==> config.mk <==
export PLATFORM = sky130hd
export DESIGN_NAME = lsu
export DESIGN_NICKNAME = d
export VERILOG_FILES = /design/src/rtl/lsu.sv
export SDC_FILE = /design/constraint.sdc
export NUM_CORES = 1
export LEC_CHECK = 0
export ABC_CLOCK_PERIOD_IN_PS = 5270
export BUFFER_PORTS_ARGS = -buffer_cell sky130_fd_sc_hd__buf_2
export CAP_MARGIN = 20
export CORE_MARGIN = 2
export CORE_UTILIZATION = 25
export CTS_BUF_LIST = sky130_fd_sc_hd__clkbuf_16
export DETAILED_ROUTE_END_ITERATION = 6
export HOLD_SLACK_MARGIN = 0.06
export SETUP_SLACK_MARGIN = 0.5
export SYNTH_ARGS = -nofsm -noshare
export SYNTH_HDL_FRONTEND = slang
export SYNTH_SLANG_ARGS = --single-unit
export TNS_END_PERCENT = 100
==> constraint.sdc <==
create_clock -name clk -period 5.27 [get_ports clk]
set_input_delay 1.054 -clock clk [delete_from_list [all_inputs] [get_ports clk]]
set_output_delay 1.054 -clock clk [all_outputs]
set_load 0.005 [all_outputs]
==> src/rtl/lsu.sv <==
// Multi-cycle load/store unit: aligns and issues one data-memory request per
// load/store, extends load data, and tells the decoder when the access is done.
module lsu #(
    parameter int ADDR_W = 64,
    parameter int DATA_W = 64
) (
    input  logic              clk,
    input  logic              rst_n,
    input  logic              inst_update,
    input  logic              data_ram_en,
    input  logic              data_ram_wen,
    input  logic [7:0]        wmask,
    input  logic [6:0]        l_choose,
    input  logic [ADDR_W-1:0] addr,
    input  logic [DATA_W-1:0] wdata,
    output logic              mem_finish,
    output logic [DATA_W-1:0] rdata_ext,
    output logic              misalign,
    output logic              mem_req_valid,
    input  logic              mem_req_ready,
    output logic [ADDR_W-1:0] mem_req_addr,
    output logic              mem_req_wen,
    output logic [DATA_W-1:0] mem_req_wdata,
    output logic [7:0]        mem_req_wmask,
    input  logic              mem_resp_valid,
    input  logic [DATA_W-1:0] mem_resp_data
);

    typedef enum logic [1:0] {IDLE, REQ, WAIT, DONE} state_t;

    state_t              state, state_nx;
    logic [ADDR_W-1:0]   addr_q;
    logic [DATA_W-1:0]   wdata_q;
    logic [7:0]          wmask_q;
    logic [6:0]          lch_q;
    logic                store_q;
    logic                mem_op;
    logic                accept;
    logic                aligned;
    logic [DATA_W-1:0]   shifted;
    logic [DATA_W-1:0]   load_val;

    assign mem_op = inst_update & (data_ram_en | data_ram_wen);
    assign accept = mem_op && (state == IDLE || state == DONE);

    // Access size comes from whichever control is active: l_choose for loads, wmask for stores.
    always_comb begin
        aligned = 1'b1;
        if (l_choose[0] || wmask == 8'hFF)
            aligned = (addr[2:0] == 3'b000);
        else if (l_choose[1] || l_choose[2] || wmask == 8'h0F)
            aligned = (addr[1:0] == 2'b00);
        else if (l_choose[3] || l_choose[4] || wmask == 8'h03)
            aligned = ~addr[0];
    end

    always_comb begin
        state_nx = state;
        case (state)
            IDLE: if (mem_op) state_nx = aligned ? REQ : DONE;
            REQ:  if (mem_req_ready) state_nx = WAIT;
            WAIT: if (mem_resp_valid) state_nx = DONE;
            DONE: begin
                if (mem_op)           state_nx = aligned ? REQ : DONE;
                else if (inst_update) state_nx = IDLE;
            end
            default: state_nx = IDLE;
        endcase
    end

    // NOTE: sequential state uses non-blocking assignments so every register
    // samples its inputs from the same pre-edge values.
    always_ff @(posedge clk or negedge rst_n) begin
        if (!rst_n) begin
            state    <= IDLE;
            addr_q   <= '0;
            wdata_q  <= '0;
            wmask_q  <= '0;
            lch_q    <= '0;
            store_q  <= 1'b0;
            misalign <= 1'b0;
        end else begin
            state <= state_nx;
            if (accept) begin
                addr_q   <= addr;
                wdata_q  <= wdata;
                wmask_q  <= wmask;
                lch_q    <= l_choose;
                store_q  <= data_ram_wen;
                misalign <= ~aligned;
            end
        end
    end

    assign shifted = mem_resp_data >> {addr_q[2:0], 3'b000};

    always_comb begin
        load_val = '0;
        if (lch_q[0])      load_val = shifted;
        else if (lch_q[1]) load_val = {{(DATA_W-32){shifted[31]}}, shifted[31:0]};
        else if (lch_q[2]) load_val = {{(DATA_W-32){1'b0}}, shifted[31:0]};
        else if (lch_q[3]) load_val = {{(DATA_W-16){shifted[15]}}, shifted[15:0]};
        else if (lch_q[4]) load_val = {{(DATA_W-16){1'b0}}, shifted[15:0]};
        else if (lch_q[5]) load_val = {{(DATA_W-8){shifted[7]}}, shifted[7:0]};
        else if (lch_q[6]) load_val = {{(DATA_W-8){1'b0}}, shifted[7:0]};
    end

    // Only a response in WAIT counts; strays in other states are dropped.
    always_ff @(posedge clk or negedge rst_n) begin
        if (!rst_n)
            rdata_ext <= '0;
        else if (state == WAIT && mem_resp_valid && !store_q)
            rdata_ext <= load_val;
    end

    assign mem_req_valid = (state == REQ);
    assign mem_finish    = (state == IDLE || state == DONE) && !accept;
    assign mem_req_addr  = {addr_q[ADDR_W-1:3], 3'b000};
    assign mem_req_wen   = store_q;
    assign mem_req_wdata = wdata_q << {addr_q[2:0], 3'b000};
    assign mem_req_wmask = wmask_q << addr_q[2:0];

endmodule

======== Word-level counts from Yosys, hierarchy flattened ========
Cells that the tools add are included.
Widths: inputs -> output; s select.
word-level totals
  register bits ........................... 211
  bits of input ports ..................... 214
  output and inout port bits .............. 204
cells by class
  equality and inequality tests ........... 10
  shifts and indexed selects .............. 3
  mux-type cells .......................... 17
  bitwise gates (word level) .............. 4
  reductions and logical operators ........ 16
operators with widths
  cell                count
  $mux 64             6
  $shl 64x6->64       1
  $shr 64x6->64       1
  $mux 2              6
  $eq 8x2->1 const B  1
  $eq 8x4->1 const B  1
  $eq 8x8->1 const B  1
  $mux 8              1
  $pmux 2 s4          1
  $shl 8x3->8         1
  $logic_or 1x1->1    6
  $eq 2x2->1 const B  2
  $logic_and 1x1->1   4
  $logic_not 2->1     2
  $ne 2x2->1 const B  2
  $reduce_and 4->1    1
  $logic_not 3->1     1
  $mux 1              3
  $ne 3x3->1 const B  1
  $eq 2x1->1 const B  1
  $logic_not 1->1     2
  $ne 2x1->1 const B  1
  $not 1->1           2
  $and 1x1->1         1
  $or 1x1->1          1

======== Longest topological paths before layout ========
  depth in word-level cells ............... 8
  depth in mapped cells ................... 9
  depth with buffers taken out ............ 7

======== Least setup slack after synthesis ========
OpenSTA, ideal clock, no wires.
  path kind ............................... reg-to-output
  start point ............................. reg addr_q[0]
  end point ............................... out mem_req_wdata[61]
  arrival time ............................ 1.866 ns
  data required time ...................... 4.216 ns
  path slack .............................. 2.350 ns
  cell stages (with the launch flop) ...... 8
  path through ............................ dfrtp_1 -> buf_6 -> buf_2 -> buf_2 -> buf_4 -> buf_2 -> mux4_2 -> mux2_2
on the way
  cells in the longest elaborated chain, start to end .. 1
RTL lines
  element                 line  RTL
  start, declared         32    logic [ADDR_W-1:0] addr_q;
  start signal, assigned  85    addr_q <= addr;
  $shl 64x6->64           120   assign mem_req_wdata = wdata_q << {addr_q[2:0], 3'b000};
  end, declared           23    output logic [DATA_W-1:0] mem_req_wdata,
Every way passes these cells.

======== Worst setup path in the final report ========
  start point ............................. reg addr_q[0]
  end point ............................... out mem_req_wdata[56]
The elaborated chain is that of the path after synthesis.

==> flow_summary.ini <==
[sta]
rsz0062_at_grt = false
fin_worst_skew_ps = 21.2
tns_ps = 0
period_minus_slack_ps = 4150
hold_viol = 0
drv_slew = 0
slew_headroom_pct = 33.6
post-route-period-util_pct = 78.8
fmax_ghz = 0.241
worst_pin_slew_ps = 995
setup_slack_ps = 1120
setup_viol = 0

[critical_path]
crit_type = reg -> out
worstSetupEndpointType = output port
crit_top_cell = mux2_2
reg2reg_depth = 7
cp-start-kind = flop
reg2reg_from = addr_q[1]$_DFFE_PN0P_
crit_family = flip-flops
worstPathRequired_ps = 4220
cp_max_fo = 49
critPathBufInv = 2
crit_arrival_ps = 3100
max_stage_delay_ps = 800
rr_endpoint = rdata_ext[58]$_DFFE_PN0P_
r2r_setup_slack_ps = 2070
path_cells = buf_4, mux2_2, nor2_1, a21oi_1, mux2_2, buf_2
cp_slowest_cell = dfrtp_4

[grt]
grt-busiest-layer = met2
grtUsageMet3_pct = 3.85
antenna_found_initial = 8
overflow = 0
grtUsageMet2_pct = 28.2
grt_max_degree = 106
use_met1_pct = 21.9
grt_first_pass_wirelength_um = 65200
grt_usage_pct = 17.1
grt_pass1_vias = 10400

[clocking]
cts_tree = done
cts_sinks = 211
post_cts_buffers = 0
cts_hold_buf = 0
cts-root-buf = clkbuf_16
clock_latency_ps = 570
clk_pin_slew_worst_paths_ps = 60
clk_path_buf_depth = 3
cts_made_buffers = 27
cts_resized = 0
cts-htree-levels = 1

[floorplan]
fp.dieW_um = 223
io_pins = 418
die_y_um = 223
fp.dieArea_sq_um = 49800
core_sq_um = 47500
rows = 80
start_util_pct = 25.3

[drt]
avgViaCountPerCell = 4.91
vias = 10200
route.detailed.drc = 0
dr.pass1.iters = 4
ant_nets = 0
routedWlPerCell_um = 21.1
drtIter0Drc = 562
totalWireLength_um = 43900

[yosys]
yosysSeqAreaShare_pct = 44.0
yosysTopAreaCell = dfrtp_1
synth.top_cell.area_share_pct = 44.0
syn_inst = 1124
syn_area_sq_um = 12000
ys_seq_elements = 211
async_reset_ff_share_pct = 100
synth_cell_type_count = 45
synth_edf_count = 0
avgSynthCellArea_sq_um = 10.7
synth_ff_type = dfrtp_1
ys_top_cells_by_area = dfrtp_1 (44%), mux2_2 (17%), mux2i_1 (6.1%)
ys_warn_count = 0

[pwr]
ir_drop_uv = 327
p_per_area_nw_per_um2 = 712
p_leak_nw = 6.86

[layout]
final_util_pct = 31.6
layout_commonest_cell = buf_2
drive_above_1_share_pct = 47.0
nFillCells = 4914
fin_cells = 2083
fin_nets = 1661
areaGrowthSynthToFinish_pct = 25.2
final_cell_mix = buf_2 (413), dfrtp_1 (208), mux2_2 (177)

[placement]
dp_slack_ps = 1710
dp_hpwl_um = 33300
io_buffers = 414
gp_congestion = 0.895
dp.cells = 2028

[outcome]
status = complete, no violations

[flow_run]
drv_cap = 0

[min_path]
hold_path_class = in -> async
## final cells by class
cell class | instances | area (sq um) | share of cell area (%)
multi-input cells | 748 | 5830 | 38.8
inverters | 17 | 63.8 | 0.424
diodes | 5 | 12.5 | 0.0832
clock inverters | 23 | 115 | 0.765
clock buffers | 27 | 676 | 4.49
flip-flops and latches | 211 | 5290 | 35.2
repair buffers | 437 | 2280 | 15.2
well taps | 615 | 769 | 5.12
## per-stage QoR
| step | hold slack (ps) | cell area [sq um] | total power [W] |
|---|---|---|---|
| floorplan | 473 | 12000 | 0.00695 |
| global placement | 463 | 14200 | 0.00898 |
| detailed placement | 470 | 14200 | 0.00906 |
| CTS | 428 | 15000 | 0.0108 |
| global route | 437 | 15000 | 0.0115 |
| finish | 418 | 15000 | 0.0107 |
## synthesized netlist by cell type, types with 2 or more instances
| cell type | n |
|---|---|
| inv_1 | 17 |
| and3_1 | 7 |
| mux2_2 | 177 |
| buf_2 | 17 |
| a21o_1 | 2 |
| buf_4 | 66 |
| o22ai_1 | 33 |
| or3_1 | 3 |
| o22a_1 | 7 |
| o32ai_1 | 2 |
| or2_2 | 4 |
| ha_1 | 5 |
| a211oi_1 | 14 |
| mux4_2 | 26 |
| nand2_1 | 73 |
| nand2b_1 | 11 |
| o2bb2ai_1 | 6 |
| and2_1 | 20 |
| a31oi_1 | 49 |
| clkbuf_1 | 54 |
| nand4_1 | 2 |
| buf_1 | 9 |
| buf_6 | 4 |
| nor2b_1 | 13 |
| o211ai_1 | 2 |
| nor2_1 | 112 |
| a21oi_1 | 42 |
| dfrtp_1 | 211 |
| o21ai_0 | 48 |
| mux2i_1 | 73 |
## report_power, final
part	leakage (nW)	total [W]	switching, W	internal [W]
clock network	0.395	0.00169	0.000760	0.000929
logic	3.99	0.00580	0.00305	0.00276
registers	2.47	0.00322	0.000748	0.00247
## per-layer routing
layer	vias up	part of all wire, %
li1	4622	-
met1	5076	42
met2	447	48
met3	78	7.5
met4	4	3.2
met5	-	0.052
## state kept, by name, summed over array words and instances (netlist names)
name	cells
addr_q	64
mem_req_wen	1
wmask_q	8
misalign	1
rdata_ext	64
wdata_q	64
lch_q	7
state	2
## kinds of logic (layout without fill, tap and decap cells)
family | after synthesis | count (layout) | synth area share, %
AO/OA/AOI/OAI | 213 | 213 | 10.9
buffers and inverters | 167 | 504 | 7.71
multiplexers | 276 | 276 | 27.5
other | 1 | 8 | 0.0312
AND/OR/NAND/NOR | 251 | 251 | 9.29
flip-flops | 211 | 211 | 44.0
adder cells (fa/ha/maj) | 5 | 5 | 0.521
## worst max-delay path by stage
stage / cells after the start / slack [ps] / endpoint / startpoint
2_1_floorplan: 7 / 2350 / mem_req_wdata[61] / addr_q[0]$_DFFE_PN0P_
3_3_place_gp: 6 / 1720 / mem_req_wdata[56] / addr_q[0]$_DFFE_PN0P_
3_5_place_dp: 6 / 1710 / mem_req_wdata[56] / addr_q[0]$_DFFE_PN0P_
4_1_cts: 6 / 1060 / mem_req_wdata[56] / addr_q[0]$_DFFE_PN0P_
5_1_grt: 6 / 890 / mem_req_wdata[56] / addr_q[0]$_DFFE_PN0P_
6_report: 6 / 1120 / mem_req_wdata[56] / addr_q[0]$_DFFE_PN0P_
(Power assumes the default switching activity.)
